## config.mk

```make
export PLATFORM = sky130hd
export DESIGN_NAME = mandel_work_scheduler
export DESIGN_NICKNAME = d
export VERILOG_FILES = /design/src/rtl/mandel_pkg.sv /design/src/rtl/mandel_work_scheduler_raster_counter.sv /design/src/rtl/mandel_work_scheduler.sv
export SDC_FILE = /design/constraint.sdc
export NUM_CORES = 1
export LEC_CHECK = 0
export CORE_MARGIN = 5
export CORE_UTILIZATION = 45
export CTS_CLUSTER_SIZE = 25
export DETAILED_ROUTE_END_ITERATION = 16
export PLACE_DENSITY_LB_ADDON = 0.25
export SLEW_MARGIN = 20
export SYNTH_ARGS = -nofsm -noshare
export SYNTH_HDL_FRONTEND = slang
export SYNTH_HIERARCHICAL = 1
export SYNTH_SLANG_ARGS = --single-unit
```

## constraint.sdc

```tcl
create_clock -name aclk -period 21.8 [get_ports aclk]
set_clock_uncertainty 0.15 [all_clocks]
set_input_delay 3.27 -clock aclk [delete_from_list [all_inputs] [get_ports aclk]]
set_output_delay 3.27 -clock aclk [all_outputs]
set_load 0.01 [all_outputs]
```

## src/rtl/mandel_pkg.sv

```systemverilog
// Shared constants and FSM encoding for the Mandelbrot work scheduler.
package mandel_pkg;
  localparam int COORD_W_DEF = 10;
  localparam int RGB_W_DEF   = 24;
  localparam int X_SIZE_DEF  = 640;
  localparam int Y_SIZE_DEF  = 480;

  typedef enum logic [1:0] {
    IDLE  = 2'b00,
    RUN   = 2'b01,
    DRAIN = 2'b10
  } state_t;
endpackage

```

## src/rtl/mandel_work_scheduler_raster_counter.sv

```systemverilog
// Raster-order pixel walker: x, y and the engine that owns the current pixel.
module raster_counter
  import mandel_pkg::*;
#(
  parameter int X_SIZE  = X_SIZE_DEF,
  parameter int Y_SIZE  = Y_SIZE_DEF,
  parameter int COORD_W = COORD_W_DEF,
  parameter int N_ENG   = 4,
  parameter int EW      = $clog2(N_ENG)
) (
  input  logic               clk_i,
  input  logic               rst_i,
  input  logic               clr_i,
  input  logic               inc_i,
  output logic [COORD_W-1:0] x_o,
  output logic [COORD_W-1:0] y_o,
  output logic [EW-1:0]      eng_o,
  output logic               last_o
);
  localparam logic [COORD_W-1:0] XMAX = COORD_W'(X_SIZE - 1);
  localparam logic [COORD_W-1:0] YMAX = COORD_W'(Y_SIZE - 1);

  logic [COORD_W-1:0] x_q, x_d, y_q, y_d;
  logic [EW-1:0]      eng_q, eng_d;

  // Next position: clear wins over increment; engine index wraps on its own width
  always_comb begin
    x_d   = x_q;
    y_d   = y_q;
    eng_d = eng_q;
    if (clr_i) begin
      x_d   = '0;
      y_d   = '0;
      eng_d = '0;
    end else if (inc_i) begin
      eng_d = eng_q + EW'(1);
      if (x_q == XMAX) begin
        x_d = '0;
        y_d = (y_q == YMAX) ? '0 : y_q + COORD_W'(1);
      end else begin
        x_d = x_q + COORD_W'(1);
      end
    end
  end

  // Position registers
  always_ff @(posedge clk_i or posedge rst_i)
    if (rst_i) begin
      x_q   <= '0;
      y_q   <= '0;
      eng_q <= '0;
    end else begin
      x_q   <= x_d;
      y_q   <= y_d;
      eng_q <= eng_d;
    end

  assign x_o    = x_q;
  assign y_o    = y_q;
  assign eng_o  = eng_q;
  assign last_o = (x_q == XMAX) && (y_q == YMAX);
endmodule

```

## src/rtl/mandel_work_scheduler.sv

```systemverilog
// Frame sequencer: round-robin pixel dispatch to N_ENG engines, per-engine
// result slots, and in-order re-emission of pixels towards the packer.
module mandel_work_scheduler
  import mandel_pkg::*;
#(
  parameter int N_ENG   = 4,
  parameter int X_SIZE  = X_SIZE_DEF,
  parameter int Y_SIZE  = Y_SIZE_DEF,
  parameter int COORD_W = COORD_W_DEF,
  parameter int RGB_W   = RGB_W_DEF
) (
  input  logic                   aclk,
  input  logic                   aresetn,
  input  logic                   cfg_start,
  input  logic                   cfg_continuous,
  input  logic [31:0]            cfg_zoom_f,
  input  logic [31:0]            cfg_re_lower,
  input  logic [31:0]            cfg_im_upper,
  output logic                   busy,
  output logic                   frame_done,
  output logic                   err,
  output logic [31:0]            eng_zoom_f,
  output logic [31:0]            eng_re_lower,
  output logic [31:0]            eng_im_upper,
  output logic [COORD_W-1:0]     eng_x,
  output logic [COORD_W-1:0]     eng_y,
  output logic [N_ENG-1:0]       eng_start,
  input  logic [N_ENG-1:0]       eng_busy,
  input  logic [N_ENG-1:0]       eng_done,
  input  logic [N_ENG*RGB_W-1:0] eng_rgb,
  output logic [RGB_W-1:0]       out_rgb,
  output logic [COORD_W-1:0]     out_x,
  output logic [COORD_W-1:0]     out_y,
  output logic                   out_sof,
  output logic                   out_eol,
  output logic                   out_valid,
  input  logic                   out_ready
);
  localparam int EW = $clog2(N_ENG);

  state_t state_q, state_d;
  logic [31:0] zoom_q, rel_q, imu_q;
  logic [N_ENG-1:0][RGB_W-1:0] slot_q, rgb_in;
  logic [N_ENG-1:0] full_q, cap_ok;
  logic err_q, fd_q;
  logic [RGB_W-1:0]   orgb_q;
  logic [COORD_W-1:0] ox_q, oy_q;
  logic osof_q, oeol_q, ovld_q, olast_q;

  logic frame_start, disp, byp, load, acc_last;
  logic [COORD_W-1:0] dx, dy, ex, ey;
  logic [EW-1:0] d_eng, e_eng;
  logic d_last, e_last;

  assign rgb_in = eng_rgb;

  // A result is only legal outside IDLE and into an empty slot
  assign cap_ok   = eng_done & ~full_q & {N_ENG{state_q != IDLE}};
  assign disp     = (state_q == RUN) && !eng_busy[d_eng] && !full_q[d_eng];
  // Bypass: the pixel due next can go straight to the output, skipping its slot
  assign byp      = cap_ok[e_eng];
  assign load     = (full_q[e_eng] || byp) && (!ovld_q || out_ready);
  assign acc_last = ovld_q && out_ready && olast_q;

  raster_counter #(.X_SIZE(X_SIZE), .Y_SIZE(Y_SIZE), .COORD_W(COORD_W), .N_ENG(N_ENG)) u_disp (
    .clk_i(aclk), .rst_i(aresetn), .clr_i(frame_start), .inc_i(disp),
    .x_o(dx), .y_o(dy), .eng_o(d_eng), .last_o(d_last)
  );

  raster_counter #(.X_SIZE(X_SIZE), .Y_SIZE(Y_SIZE), .COORD_W(COORD_W), .N_ENG(N_ENG)) u_emit (
    .clk_i(aclk), .rst_i(aresetn), .clr_i(frame_start), .inc_i(load),
    .x_o(ex), .y_o(ey), .eng_o(e_eng), .last_o(e_last)
  );

  // Frame FSM next state; frame_start marks the parameter latch / counter clear
  always_comb begin
    state_d     = state_q;
    frame_start = 1'b0;
    unique case (state_q)
      IDLE:  if (cfg_start) begin
               frame_start = 1'b1;
               state_d     = RUN;
             end
      RUN:   if (disp && d_last) state_d = DRAIN;
      DRAIN: if (acc_last) begin
               if (cfg_continuous) begin
                 frame_start = 1'b1;
                 state_d     = RUN;
               end else begin
                 state_d = IDLE;
               end
             end
      default: state_d = IDLE;
    endcase
  end

  // State, frame parameters, sticky error and frame_done pulse
  always_ff @(posedge aclk or posedge aresetn)
    if (aresetn) begin
      state_q <= IDLE;
      zoom_q  <= '0;
      rel_q   <= '0;
      imu_q   <= '0;
      err_q   <= 1'b0;
      fd_q    <= 1'b0;
    end else begin
      state_q <= state_d;
      err_q   <= err_q | (|(eng_done & ~cap_ok));
      fd_q    <= (state_q == DRAIN) && acc_last;
      if (frame_start) begin
        zoom_q <= cfg_zoom_f;
        rel_q  <= cfg_re_lower;
        imu_q  <= cfg_im_upper;
      end
    end

  // Result slots: fill on a legal eng_done unless bypassed, empty on emit
  always_ff @(posedge aclk or posedge aresetn)
    if (aresetn) begin
      slot_q <= '0;
      full_q <= '0;
    end else begin
      for (int i = 0; i < N_ENG; i++) begin
        if (cap_ok[i] && !(load && e_eng == EW'(i))) begin
          slot_q[i] <= rgb_in[i];
          full_q[i] <= 1'b1;
        end else if (load && e_eng == EW'(i)) begin
          full_q[i] <= 1'b0;
        end
      end
    end

  // Output register: holds while stalled, drops valid once taken with nothing new
  always_ff @(posedge aclk or posedge aresetn)
    if (aresetn) begin
      orgb_q  <= '0;
      ox_q    <= '0;
      oy_q    <= '0;
      osof_q  <= 1'b0;
      oeol_q  <= 1'b0;
      ovld_q  <= 1'b0;
      olast_q <= 1'b0;
    end else if (load) begin
      orgb_q  <= full_q[e_eng] ? slot_q[e_eng] : rgb_in[e_eng];
      ox_q    <= ex;
      oy_q    <= ey;
      osof_q  <= (ex == '0) && (ey == '0);
      oeol_q  <= (ex == COORD_W'(X_SIZE - 1));
      ovld_q  <= 1'b1;
      olast_q <= e_last;
    end else if (out_ready) begin
      ovld_q <= 1'b0;
    end

  assign busy         = (state_q != IDLE);
  assign frame_done   = fd_q;
  assign err          = err_q;
  assign eng_zoom_f   = zoom_q;
  assign eng_re_lower = rel_q;
  assign eng_im_upper = imu_q;
  assign eng_x        = dx;
  assign eng_y        = dy;
  assign eng_start    = disp ? (N_ENG'(1) << d_eng) : '0;
  assign out_rgb      = orgb_q;
  assign out_x        = ox_q;
  assign out_y        = oy_q;
  assign out_sof      = osof_q;
  assign out_eol      = oeol_q;
  assign out_valid    = ovld_q;
endmodule

```

==> results of run 1 <==
==> how the worst max path moves through the flow <==
stage / from / endpoint / slack, ns / cells past startpoint
after CTS: eng_busy[1] / eng_start[1] / 12.76 / 6
final: eng_busy[1] / eng_start[1] / 12.77 / 6
after floorplan: aresetn / eng_im_upper[0] / 11.57 / 1
after global routing: eng_busy[1] / eng_start[2] / 12.52 / 7
after detailed placement: eng_busy[0] / eng_start[1] / 12.77 / 6
after global placement: eng_busy[1] / eng_start[1] / 12.80 / 6
==> flip-flops by register name, summed over array words and instances, names as in the netlist <==
| register | cells |
|---|---|
| full_q | 4 |
| u_emit/eng_o | 2 |
| olast_q | 1 |
| u_emit/x_o | 10 |
| eng_zoom_f | 32 |
| eng_re_lower | 32 |
| out_eol | 1 |
| eng_im_upper | 32 |
| slot_q | 96 |
| u_disp/x_o | 10 |
| out_valid | 1 |
| err | 1 |
| u_disp/y_o | 10 |
| u_disp/eng_o | 2 |
| out_sof | 1 |
| state_q | 2 |
| frame_done | 1 |
| out_x | 10 |
| u_emit/y_o | 10 |
| out_y | 10 |
| out_rgb | 24 |
==> cells in the final DEF (no fill, tap or decap), types with 9 or more instances in the layout <==
cell             count
mux2_4              45
o21ai_0             20
inv_1                9
a21oi_1             11
nand2_1             34
nand3_1             15
mux4_2              49
clkdlybuf4s50_1    374
clkbuf_16           37
mux2_2             218
dfrtp_1            290
nor2_1              25
xor2_1              12
nand4_1              9
clkbuf_8             9
==> cell families after synthesis <==
| kind of cell | count (synthesis) | share of synthesized area [%] |
|---|---|---|
| muxes | 314 | 31.2 |
| DFF | 292 | 53.7 |
| adders and majority gates | 4 | 0.368 |
| buffers and inverters | 57 | 2.13 |
| AOI/OAI and AO/OA | 78 | 4.41 |
| xor gates and xnor gates | 16 | 1.03 |
| and+or+nand+nor | 158 | 7.15 |
==> layout make-up <==
class                           instances  share of cell area, %
Inverter                               11                  0.257
Clock buffer                           51                   5.63
Sequential cell                       292                   38.5
Timing Repair Buffer                  385                   20.5
Antenna cell                            1                 0.0132
Multi-Input combinational cell        570                   32.0
Tap cell                              390                   2.57
Clock inverter                          7                  0.593
==> worst register-to-register path, delay by kind of cell, from the launching register on <==
family	cells	cell delay (ns)
flops	1	0.34
mux	1	0.98
buf+inv	2	1.30
compound gates	4	1.78
==> metal layers <==
metal / routed length (um) / part of all wire [%]
met5: 0 / 0
met4: 738 / 2.0
met3: 1900 / 5.2
met2: 19000 / 52
met1: 15200 / 41
==> power groups by stage <==
stage	clock (mW)	sequential, mW	combinational, mW
2_1_floorplan	0	0.771	0.569
3_3_place_gp	0	0.792	0.752
3_5_place_dp	0	0.797	0.765
4_1_cts	0.606	0.790	0.768
5_1_grt	0.627	0.811	0.817
6_report	0.592	0.790	0.759
==> qor.txt, run 1 <==
Min-Delay Startpoint: slot_q[69]
Peak supply drop: 76.2 uV
Yosys warns: 6
Clock share of power: 27.7%
Worst reg2reg path startpoint: u_emit/eng_o[1]
CP dominant cell by count: clkdlybuf4s50_1
Syn_nets: 1128
Synth Register Bits: 292
CTS Buffer Depth: 3
First-pass GRT wire length: 57500 um
Initial antenna violation count: 1
Worst Hold End: slot_q[69]
Largest area contributor in the netlist: dfrtp_1
Hold depth: 1
Final count of hold timing violations: 0
GRT Total Usage: 21.3%
R2R cell count: 7
Pwr dens: 113 nW/um2
Clock root cell: clkbuf_16
Vias: 9242
Achievable Freq: 0.111 GHz
Filler cell count in the final layout: 2252
Fraction of registers with async set/reset: 100%
DRT Pass-1 Iters: 7
P_leak: 8.11 nW
CP max FO: 15
Register share of total power: 36.9%
First DRT Iteration DRCs: 430
Vias in the first global route: 9977
WL/cell: 21.6 um
Critical Path Sink Type: output pin
Post-DP HPWL: 25400 um
Post-synthesis cell type count: 56
Total I/O pin count: 375
CTS tree: done
Setup CP Type: in -> out
Post-layout instance area: 19000 um2
Area occupied by multi-input gates: 6070 um2
Post-Route WL: 36800 um
Pwr Total: 2.14 mW
Slowest cell on crit path: a211oi_2
Slew HR: 28.9%
Rows: 63
Synth top cells by count: dfrtp_1, mux2_2, mux4_2
Post-synth EDFFs: 0
Inst Count DP: 1645
Most frequent cell after synthesis: dfrtp_1
Switching share of power: 28.3%
Met2 usage: 36.0%
GRT Max-Usage Layer: met2
Peak per-stage delay on the critical path: 0.88 ns
Int Power: 1.53 mW
Top cells by area, synth: dfrtp_1, mux2_2, mux4_2
Total Neg Setup Slack: 0 ns
Worst EP arrival: 5.61 ns
Synth top area share: 53.7%
Starting Density: 45.7%
Die footprint: 33800 um2
Hold crit path type: reg -> reg
Sequential share of the synthesized area: 53.7%
Final core utilization: 63.7%
FF-to-FF End: u_emit/y_o[3]
Sequential Area: 7310 um2
Final Worst Setup Slack: 12.77 ns
CTS clk-pin slew, worst paths: 0.05 ns
Final clock period utilization by the worst path: 41.4%
Max cap viols: 0
Final nets: 1503
Primary FF master, synth: dfrtp_1
Depth of the CTS H-tree: 2
DR DRC count: 0
Delay-heaviest family, CP: compound AO/OA/AOI/OAI gates
Placed inst area: 17700 um2
Pins Over Slew Limit: 0
Worst path cell trace: clkdlybuf4s50_1, nor3_1, a21oi_1, a211oi_2, and3b_1, clkdlybuf4s50_1
Dpl ws: 12.77 ns
Chip width: 184 um
TritonCTS buffer count: 34
Combinational power share: 35.5%
Share of cells above drive strength 1: 31.1%
Area growth from synthesis to final layout: 39.5%
RSZ-0062 raised after global routing: no
Reg2reg setup slack: 17.13 ns
Vias per cell: 5.41
IO Port Bufs: 374
Die Height: 184 um
Outcome: complete, no violations
Sw Pwr: 0.607 mW
Tightest Pin Transition: 1.06 ns
Setup bufs post-CTS: 0
Congestion Overflow GR: 0
Mean cell area of the mapped netlist: 14.8 um2
Met1 Usage GRT: 28.2%
Number of buffers and inverters on the critical path: 2
M3 GR Usage: 4.55%
Largest net degree at the start of global routing: 124
Synthesized area: 13600 um2
Final hold slack: 0.350 ns
TritonCTS Sinks: 292
Post-Syn Instances: 919
Clock Latency Late Sink: 0.50 ns
Crit path time final: 9.03 ns
Cell Count, Final, Fillers Out: 1707
Final setup viols: 0
Cts hold-fix bufs: 0
Core area: 29800 um2
Post_cts resized: 0
Crit path required time: 18.38 ns
Routed Antenna Nets: 0
GP Congestion: 0.847
Crit path launch type: input port
Note: power is estimated with default switching activity, not from simulation.
==> run 2: changes to the inputs <==
Clock period 21.8 ns to 8.5 ns, I/O delays scaled along.
==> run 2 against run 1 <==
  * Sequential power grew to 2.6 times the previous value
  * Setup slack worse by 9.3 ns
  * Non-clock buffer count shrank 4
  * Utilization shrank 0.34 points
  * Highest routed layer unchanged
==> qor.txt, run 2 (same netlist as run 1, synthesis figures left out) <==
CTS clk-pin slew, worst paths: 0.06 ns (about the same)
Depth of the CTS H-tree: 2 (unchanged)
Cts hold-fix bufs: 0 (unchanged)
Vias per cell: 5.43 (+0.37%)
Routed Antenna Nets: 0 (unchanged)
Final core utilization: 63.4% (-0.34 points)
GRT Max-Usage Layer: met2
Total I/O pin count: 375 (unchanged)
Max cap viols: 0 (unchanged)
Outcome: complete, no violations
Number of buffers and inverters on the critical path: 2 (unchanged)
Peak supply drop: 211 uV (+180%)
Peak per-stage delay on the critical path: 0.88 ns (about the same)
Core area: 29800 um2 (unchanged)
CP max FO: 15 (unchanged)
DRT Pass-1 Iters: 6 (-1)
Initial antenna violation count: 1 (unchanged)
Starting Density: 45.7% (unchanged)
TritonCTS Sinks: 292 (unchanged)
CTS tree: done
Crit path launch type: input port
Clock Latency Late Sink: 0.50 ns (about the same)
Final nets: 1499 (-0.27%)
CP dominant cell by count: clkdlybuf4s50_1
Hold crit path type: reg -> reg
Post-DP HPWL: 25700 um (+1.2%)
Most common cell after layout, fill and taps aside: clkdlybuf4s50_1
IO Port Bufs: 374 (unchanged)
Pins Over Slew Limit: 0 (unchanged)
Crit path time final: 5.06 ns
RSZ-0062 raised after global routing: no
Crit path required time: 7.07 ns (-11.31 ns)
Post-Route WL: 37100 um (+0.67%)
First DRT Iteration DRCs: 563 (+31%)
Achievable Freq: 0.197 GHz
Die footprint: 33800 um2 (unchanged)
Total Neg Setup Slack: 0 ns (unchanged)
Final count of hold timing violations: 0 (unchanged)
M3 GR Usage: 4.31% (-0.24 points)
Tightest Pin Transition: 1.11 ns (+0.0434 ns)
Vias: 9265 (+0.25%)
Chip width: 184 um (unchanged)
Critical Path Sink Type: output pin
Post-layout instance area: 18900 um2 (-0.53%)
Final setup viols: 0 (unchanged)
Met2 usage: 36.0% (-0.044 points)
Register name with the most flops: slot_q
GRT Total Usage: 21.6% (+0.25 points)
Setup bufs post-CTS: 0 (unchanged)
Placed inst area: 17700 um2 (about the same)
CTS Buffer Depth: 3 (unchanged)
Slew HR: 26.0% (-2.9 points)
First-pass GRT wire length: 57900 um (+0.68%)
Pwr dens: 289 nW/um2 (+160%)
Met1 Usage GRT: 28.9% (+0.62 points)
Clock root cell: clkbuf_16
P_leak: 8.07 nW (-0.52%)
WL/cell: 21.8 um (+0.79%)
Rows: 63 (unchanged)
Filler cell count in the final layout: 2232 (-0.89%)
Worst EP arrival: 3.64 ns (-1.97 ns)
Max reg flops: 96 (unchanged)
Setup CP Type: in -> out
Delay-heaviest family, CP: compound AO/OA/AOI/OAI gates
Worst path cell trace: clkdlybuf4s50_1, nor2_1, o311ai_0, a211oi_2, and3b_1, clkdlybuf4s50_1
Area growth from synthesis to final layout: 38.7%
Die Height: 184 um (unchanged)
GP Congestion: 0.829 (-2.1%)
Final clock period utilization by the worst path: 59.6%
Post_cts resized: 0 (unchanged)
TritonCTS buffer count: 34 (unchanged)
Slowest cell on crit path: a211oi_2
Most frequent cells in the layout: clkdlybuf4s50_1, dfrtp_1, mux2_2
Share of cells above drive strength 1: 30.9% (-0.16 points)
Largest net degree at the start of global routing: 112 (-9.7%)
Congestion Overflow GR: 0 (unchanged)
DR DRC count: 0 (unchanged)
Vias in the first global route: 9954 (-0.23%)
==> run 2: final timing paths <==
check | slack (ns) | cells past startpoint | to | startpoint
worst max-delay path | 3.44 | 6 | eng_start[1] | eng_busy[0]
worst min-delay path | 0.35 | 2 | err | err
worst max register to register | 3.97 | 7 | u_emit/y_o[3] | u_emit/eng_o[1]
worst min register to register | 0.35 | 2 | err | err
max in group asynchronous | 5.43 | 3 | slot_q[50] | aresetn
min in group asynchronous | 1.22 | 2 | out_x[1] | aresetn
==> run 2: power by group <==
part	internal [mW]	total (mW)	leakage (nW)	switching, mW
clock	0.920	1.49	0.577	0.571
sequential	1.76	2.02	3.75	0.265
combinational	1.22	1.94	3.74	0.729
total	3.89	5.46	8.07	1.56
==> run 2: per-stage QoR <==
| stage | cells | worst slack, ns | hold WS [ns] | power [mW] |
|---|---|---|---|---|
| 3_5_place_dp | 1644 | 3.42 | 0.338 | 4.01 |
| 3_3_place_gp | 1644 | 3.50 | 0.332 | 3.96 |
| 2_1_floorplan | 919 | 0.260 | 0.324 | 3.44 |
| 5_1_grt | 1704 | 3.26 | 0.363 | 5.76 |
| 6_report | 1705 | 3.44 | 0.351 | 5.46 |
| 4_1_cts | 1703 | 3.42 | 0.351 | 5.52 |
==> run 2: layout make-up <==
type,instances,area (um2),share of cell area (%)
tap,390,488,2.58
inverter,11,48.8,0.258
multi-input combinational,570,6070,32.1
sequential,292,7310,38.7
antenna,2,5.00,0.0265
clock inverter,9,101,0.537
clock buffer,50,1050,5.58
timing repair buffer,381,3810,20.2
==> run 2: metal layers <==
layer	vias up	routed length (um)
met4	0	1020
met5	-	0
met2	259	18700
li1	4191	-
met1	4751	15400
met3	64	1960
==> run 2: worst reg2reg max path: stages (launching register included) <==
cell,delay [ns]
dfrtp_2,0.33
buf_4,0.64
mux4_2,0.95
o41a_2,0.56
buf_4,0.79
a41oi_2,0.54
a22oi_1,0.35
o31ai_2,0.10
==> run 3: changes to the inputs <==
Clock period 8.5 ns to 5.11 ns, I/O delays scaled along.
==> run 3 against run 2 <==
  * Via count down 0.64%
  * Global-route usage decreased by 0.81 points
  * Die area unchanged
  * Critical path depth grew 3
  * Largest power group unchanged
  * First-iteration DRC count shrank 16%
  * Clock power is 55% higher
  * Highest routed layer is now met5
  * Critical endpoint is now u_emit/y_o[3]
  * Flip-flop and latch count is the same
  * Total power increased by 63%
==> qor.txt, run 3 (same netlist as run 1, synthesis figures left out) <==
Crit path launch type: flip-flop
Register share of total power: 38.4% (+1.4 points)
Filler cell count in the final layout: 2248 (+0.72%)
Pins Over Slew Limit: 0 (unchanged)
Die footprint: 33800 um2 (unchanged)
Vias per cell: 5.38 (-0.93%)
CTS tree: done
Area growth from synthesis to final layout: 38.6%
CTS Buffer Depth: 3 (unchanged)
First DRT Iteration DRCs: 471 (-16%)
TritonCTS buffer count: 35 (+2.9%)
Clock Latency Late Sink: 0.51 ns (about the same)
Peak supply drop: 256 uV (+21%)
Share of cells above drive strength 1: 31.1% (+0.19 points)
CTS clk-pin slew, worst paths: 0.06 ns (about the same)
Tightest Pin Transition: 1.10 ns (-0.00831 ns)
Final core utilization: 63.3% (-0.076 points)
P_leak: 8.06 nW (-0.12%)
DRT Pass-1 Iters: 5 (-1)
CP max FO: 43 (+28)
Post-layout instance area: 18900 um2 (-0.12%)
Final nets: 1506 (+0.47%)
Clock root cell: clkbuf_16
Starting Density: 45.7% (unchanged)
Rows: 63 (unchanged)
Switching share of power: 28.9% (+0.18 points)
Cell Count, Final, Fillers Out: 1710 (+0.29%)
Initial antenna violation count: 3 (+2)
Final clock period utilization by the worst path: 75.7%
GRT Total Usage: 20.8% (-0.81 points)
Int Power: 6.32 mW (+62%)
Post-DP HPWL: 26000 um (+1.2%)
Hold crit path type: reg -> reg
WL/cell: 21.1 um (-3.2%)
Max reg flops: 96 (unchanged)
Die Height: 184 um (unchanged)
First-pass GRT wire length: 55900 um (-3.5%)
DR DRC count: 0 (unchanged)
Inst Count DP: 1650 (+0.36%)
Setup bufs post-CTS: 0 (unchanged)
Pwr dens: 471 nW/um2 (+63%)
Core area: 29800 um2 (unchanged)
Worst EP arrival: 4.11 ns (+0.47 ns)
Post_cts resized: 0 (unchanged)
Total I/O pin count: 375 (unchanged)
Final count of hold timing violations: 0 (unchanged)
Pwr Total: 8.89 mW (+63%)
Clock share of power: 25.9% (-1.4 points)
Final setup viols: 0 (unchanged)
Slew HR: 26.6% (+0.55 points)
Final Worst Setup Slack: 1.24 ns (-2.20 ns)
Cts hold-fix bufs: 0 (unchanged)
Depth of the CTS H-tree: 2 (unchanged)
Post-Route WL: 36000 um (-2.9%)
Most common cell after layout, fill and taps aside: clkdlybuf4s50_1
GP Congestion: 0.807 (-2.6%)
Worst reg2reg path startpoint: u_emit/eng_o[1]
Sw Pwr: 2.57 mW (+64%)
IO Port Bufs: 374 (unchanged)
Setup CP Type: reg -> reg
Placed inst area: 17800 um2 (+0.37%)
RSZ-0062 raised after global routing: no
Register name with the most flops: slot_q
Final hold slack: 0.350 ns (-0.00152 ns)
Most frequent cells in the layout: clkdlybuf4s50_1, dfrtp_1, mux2_2
Congestion Overflow GR: 0 (unchanged)
Routed Antenna Nets: 0 (unchanged)
Dpl ws: 1.20 ns (-2.21 ns)
Crit path time final: 3.87 ns
Chip width: 184 um (unchanged)
Critical Path Sink Type: flip-flop
Largest net degree at the start of global routing: 82 (-27%)
Vias in the first global route: 9779 (-1.8%)
Min-Delay Startpoint: slot_q[60]
Outcome: complete, no violations
Vias: 9206 (-0.64%)
Achievable Freq: 0.258 GHz
TritonCTS Sinks: 292 (unchanged)
Total Neg Setup Slack: 0 ns (unchanged)
Crit path launch: u_emit/eng_o[1]
Combinational power share: 35.7% (about the same)
Crit path required time: 5.35 ns (-1.72 ns)
Max cap viols: 0 (unchanged)
[run 3: changes by cell type in the layout (fill, tap and decap cells not counted), sizes merged]
cell / delta
clkinvlp: +1
buf: +6
bufinv: -1
clkinv: +2
inv: +1
clkbuf: -4
[run 3: power by group through the flow]
stage	sequential, mW	clock [mW]	combinational (mW)
global route	3.49	2.47	3.42
detailed placement	3.44	0	3.22
finish	3.41	2.31	3.17
global placement	3.43	0	3.15
floorplan	3.29	0	2.43
CTS	3.41	2.38	3.22
[run 3: path summary, 6_finish.rpt]
check / end / slack, ns / depth (start not counted)
hold / removal: slot_q[60] / 0.35 / 1
hold reg to reg: slot_q[60] / 0.35 / 1
setup / recovery: u_emit/y_o[3] / 1.24 / 9
setup reg to reg: u_emit/y_o[3] / 1.24 / 9
min in group asynchronous: full_q[1] / 0.69 / 2
max in group asynchronous: slot_q[83] / 3.15 / 3
[run 3: final cells by class]
class	count	area (um2)	share of cell area, %
inverter	11	45.0	0.239
clock buffer	46	967	5.13
clock inverter	12	100	0.531
multi-input combinational	570	6070	32.2
tap	390	488	2.59
sequential	292	7310	38.8
antenna	2	5.00	0.0265
timing repair buffer	387	3880	20.6
[run 3: critical path, cell delays in order (launching register included)]
cell	delay, ns
dfrtp_2	0.61
buf_4	0.55
nor2b_1	0.42
nand4b_1	0.14
o31ai_1	0.11
o41a_2	0.69
buf_4	0.40
a41oi_2	0.24
a22oi_1	0.27
o31ai_2	0.09
[run 3: metal layers]
metal  share of wire (%)  GRT usage (%)  vias to the layer above
met4                 2.3           5.77                        4
met2                  51           34.4                      284
met3                 6.1           4.45                       59
met5               0.092              0                        -
met1                  41           27.9                     4654
li1                    -              -                     4205
==> RTL change, RTL diff (settings of run 2) <==
`N_ENG` is set to 4 in 2 places; all go to 2.
--- a/src/rtl/mandel_work_scheduler_raster_counter.sv
+++ b/src/rtl/mandel_work_scheduler_raster_counter.sv
@@ -5,7 +5,7 @@
   parameter int X_SIZE  = X_SIZE_DEF,
   parameter int Y_SIZE  = Y_SIZE_DEF,
   parameter int COORD_W = COORD_W_DEF,
-  parameter int N_ENG   = 4,
+  parameter int N_ENG   = 2,
   parameter int EW      = $clog2(N_ENG)
 ) (
   input  logic               clk_i,
--- a/src/rtl/mandel_work_scheduler.sv
+++ b/src/rtl/mandel_work_scheduler.sv
@@ -3,7 +3,7 @@
 module mandel_work_scheduler
   import mandel_pkg::*;
 #(
-  parameter int N_ENG   = 4,
+  parameter int N_ENG   = 2,
   parameter int X_SIZE  = X_SIZE_DEF,
   parameter int Y_SIZE  = Y_SIZE_DEF,
   parameter int COORD_W = COORD_W_DEF,
Interface: changed (resized eng_busy, eng_done, eng_rgb and eng_start); port bits go from 375 to 321. No check against the original RTL was run, so the function may have changed too.
==> RTL change against run 2 <==
- final cell count shrank 15%
- die area shrank 21%
- wire length shrank 25%
- first-iteration DRC count shrank 27%
- sequential cell count shrank 52
- synthesized area shrank 22%
- non-clock buffer count shrank 54
- cell area shrank 21%
- setup slack gained 0.88 ns
- critical path depth shrank 2
- synthesized cell count shrank 13%
- highest routed layer unchanged
Power is not compared: it rests on default switching activity, and its combinational part moved more than twofold at a synthesized area within 25%.
==> RTL change: results (changes against run 2) <==
| Metric | Value |
|---|---|
| Post-DP HPWL | `19300 um (-25%)` |
| Grt met1 use | `0.258 (-0.0310)` |
| Synthesized net count | `960 (-15%)` |
| RePlAce Congestion | `0.865 (+4.3%)` |
| Fin util | `0.638 (+0.00439)` |
| Length of routed wiring on met1 | `11100 um (-28%)` |
| Placed cell area | `0.0140 sq mm (-21%)` |
| Clk cell area share | `0.0600 (-0.00122)` |
| Register area share after synthesis | `0.568 (+0.0314)` |
| Compound-cell area share of the yosys netlist | `0.0703 (+0.0262)` |
| Synth top cells by count | `dfrtp_1 (240), mux2_2 (191), a21oi_1 (35), nor2_1 (34), nor2b_1 (31)` |
| Hold path depth | `1 (-1)` |
| Layout net count | `1274 (-15%)` |
| NonClk Buf Share | `0.219 (+0.0172)` |
| Total GRT Usage | `0.203 (-0.0129)` |
| Clk Latency, worst-skew pair | `0.53 ns (+0.03 ns)` |
| Adder-cell share of the synthesized area | `0.00473 (+0.00106)` |
| Synth Area in XOR/XNOR | `0.0133 (+0.00296)` |
| Status | `completed` |
| Mux contribution to synthesized area | `0.227 (-0.0852)` |
| Non-clk bufs | `327 (-14%)` |
| Via count | `7620 (-18%)` |
| Max reg flops | `48 (-50%)` |
| Area of the multi-input gates | `0.00428 sq mm (-29%)` |
| Drt first pass iters | `4 (-2)` |
| Pin count of the biggest net entering global routing | `116 (+3.6%)` |
| Netlist cell types | `54 (-3.6%)` |
| Worst Path Max Fanout | `2 (-13)` |
| N_diodes | `0 (-2)` |
| Antenna violations before repair | `0 (-1)` |
| Synth top area cells | `dfrtp_1 (57%), mux2_2 (20%), mux2i_1 (2.3%), nor2b_1 (1.8%), a211oi_1 (1.7%)` |
| I/O Buffers | `320 (-14%)` |
| Inst Count DP | `1407 (-14%)` |
| CTS Buf Count | `27 (-21%)` |
| First-pass GRT wire length | `43800 um (-24%)` |
| Multi-input comb cells | `510 (-11%)` |
| Pre-CTS setup slack | `3.95 ns (+0.531 ns)` |
| Met3 Use GR | `0.0722 (+0.0290)` |
| FF+latch count | `240 (-18%)` |
| Final WL | `27700 um (-25%)` |
| Drt via density | `5.24 (-3.6%)` |
| Met3 wire len | `2580 um (+32%)` |
| Vias in the first global route | `8060 (-19%)` |
| Routed wl met2 | `13600 um (-27%)` |
| Filler cells | `1796 (-20%)` |
| DRT iter0 DRCs | `413 (-27%)` |
| Slew @ Worst Pin | `1.07 ns (-0.0367 ns)` |
| Clock buf count | `44 (-12%)` |
| Sequential cell area | `0.00601 sq mm (-18%)` |
-- RTL change: cell types whose count changed in the layout (fill, tap and decap cells not counted), sizes merged, moves of 7 or more --
cell,change
nor2,+9
mux4,-49
o31ai,-7
nand2,-17
dfrtp,-52
mux2,-71
mux2i,+22
nor2b,+23
a22o,+8
clkdlybuf4s50,-54
a21oi,+21
a211oi,+23
nand3,+7
-- RTL change: critical path: stages --
cell and delay, ns:
clkdlybuf4s50_1 0.40, or3b_2 0.45, nor2_1 0.10, clkdlybuf4s50_1 0.54
-- RTL change: path summary, 6_finish.rpt --
| path | start | endpoint | slack, ns |
|---|---|---|---|
| worst max-delay path | eng_busy[1] | eng_start[1] | 4.32 |
| worst min-delay path | err | err | 0.32 |
| worst max register to register | u_emit/eng_o | u_emit/y_o[6] | 4.65 |
| worst min register to register | err | err | 0.32 |
| max in group asynchronous | aresetn | eng_zoom_f[29] | 5.68 |
| min in group asynchronous | aresetn | out_eol | 1.26 |
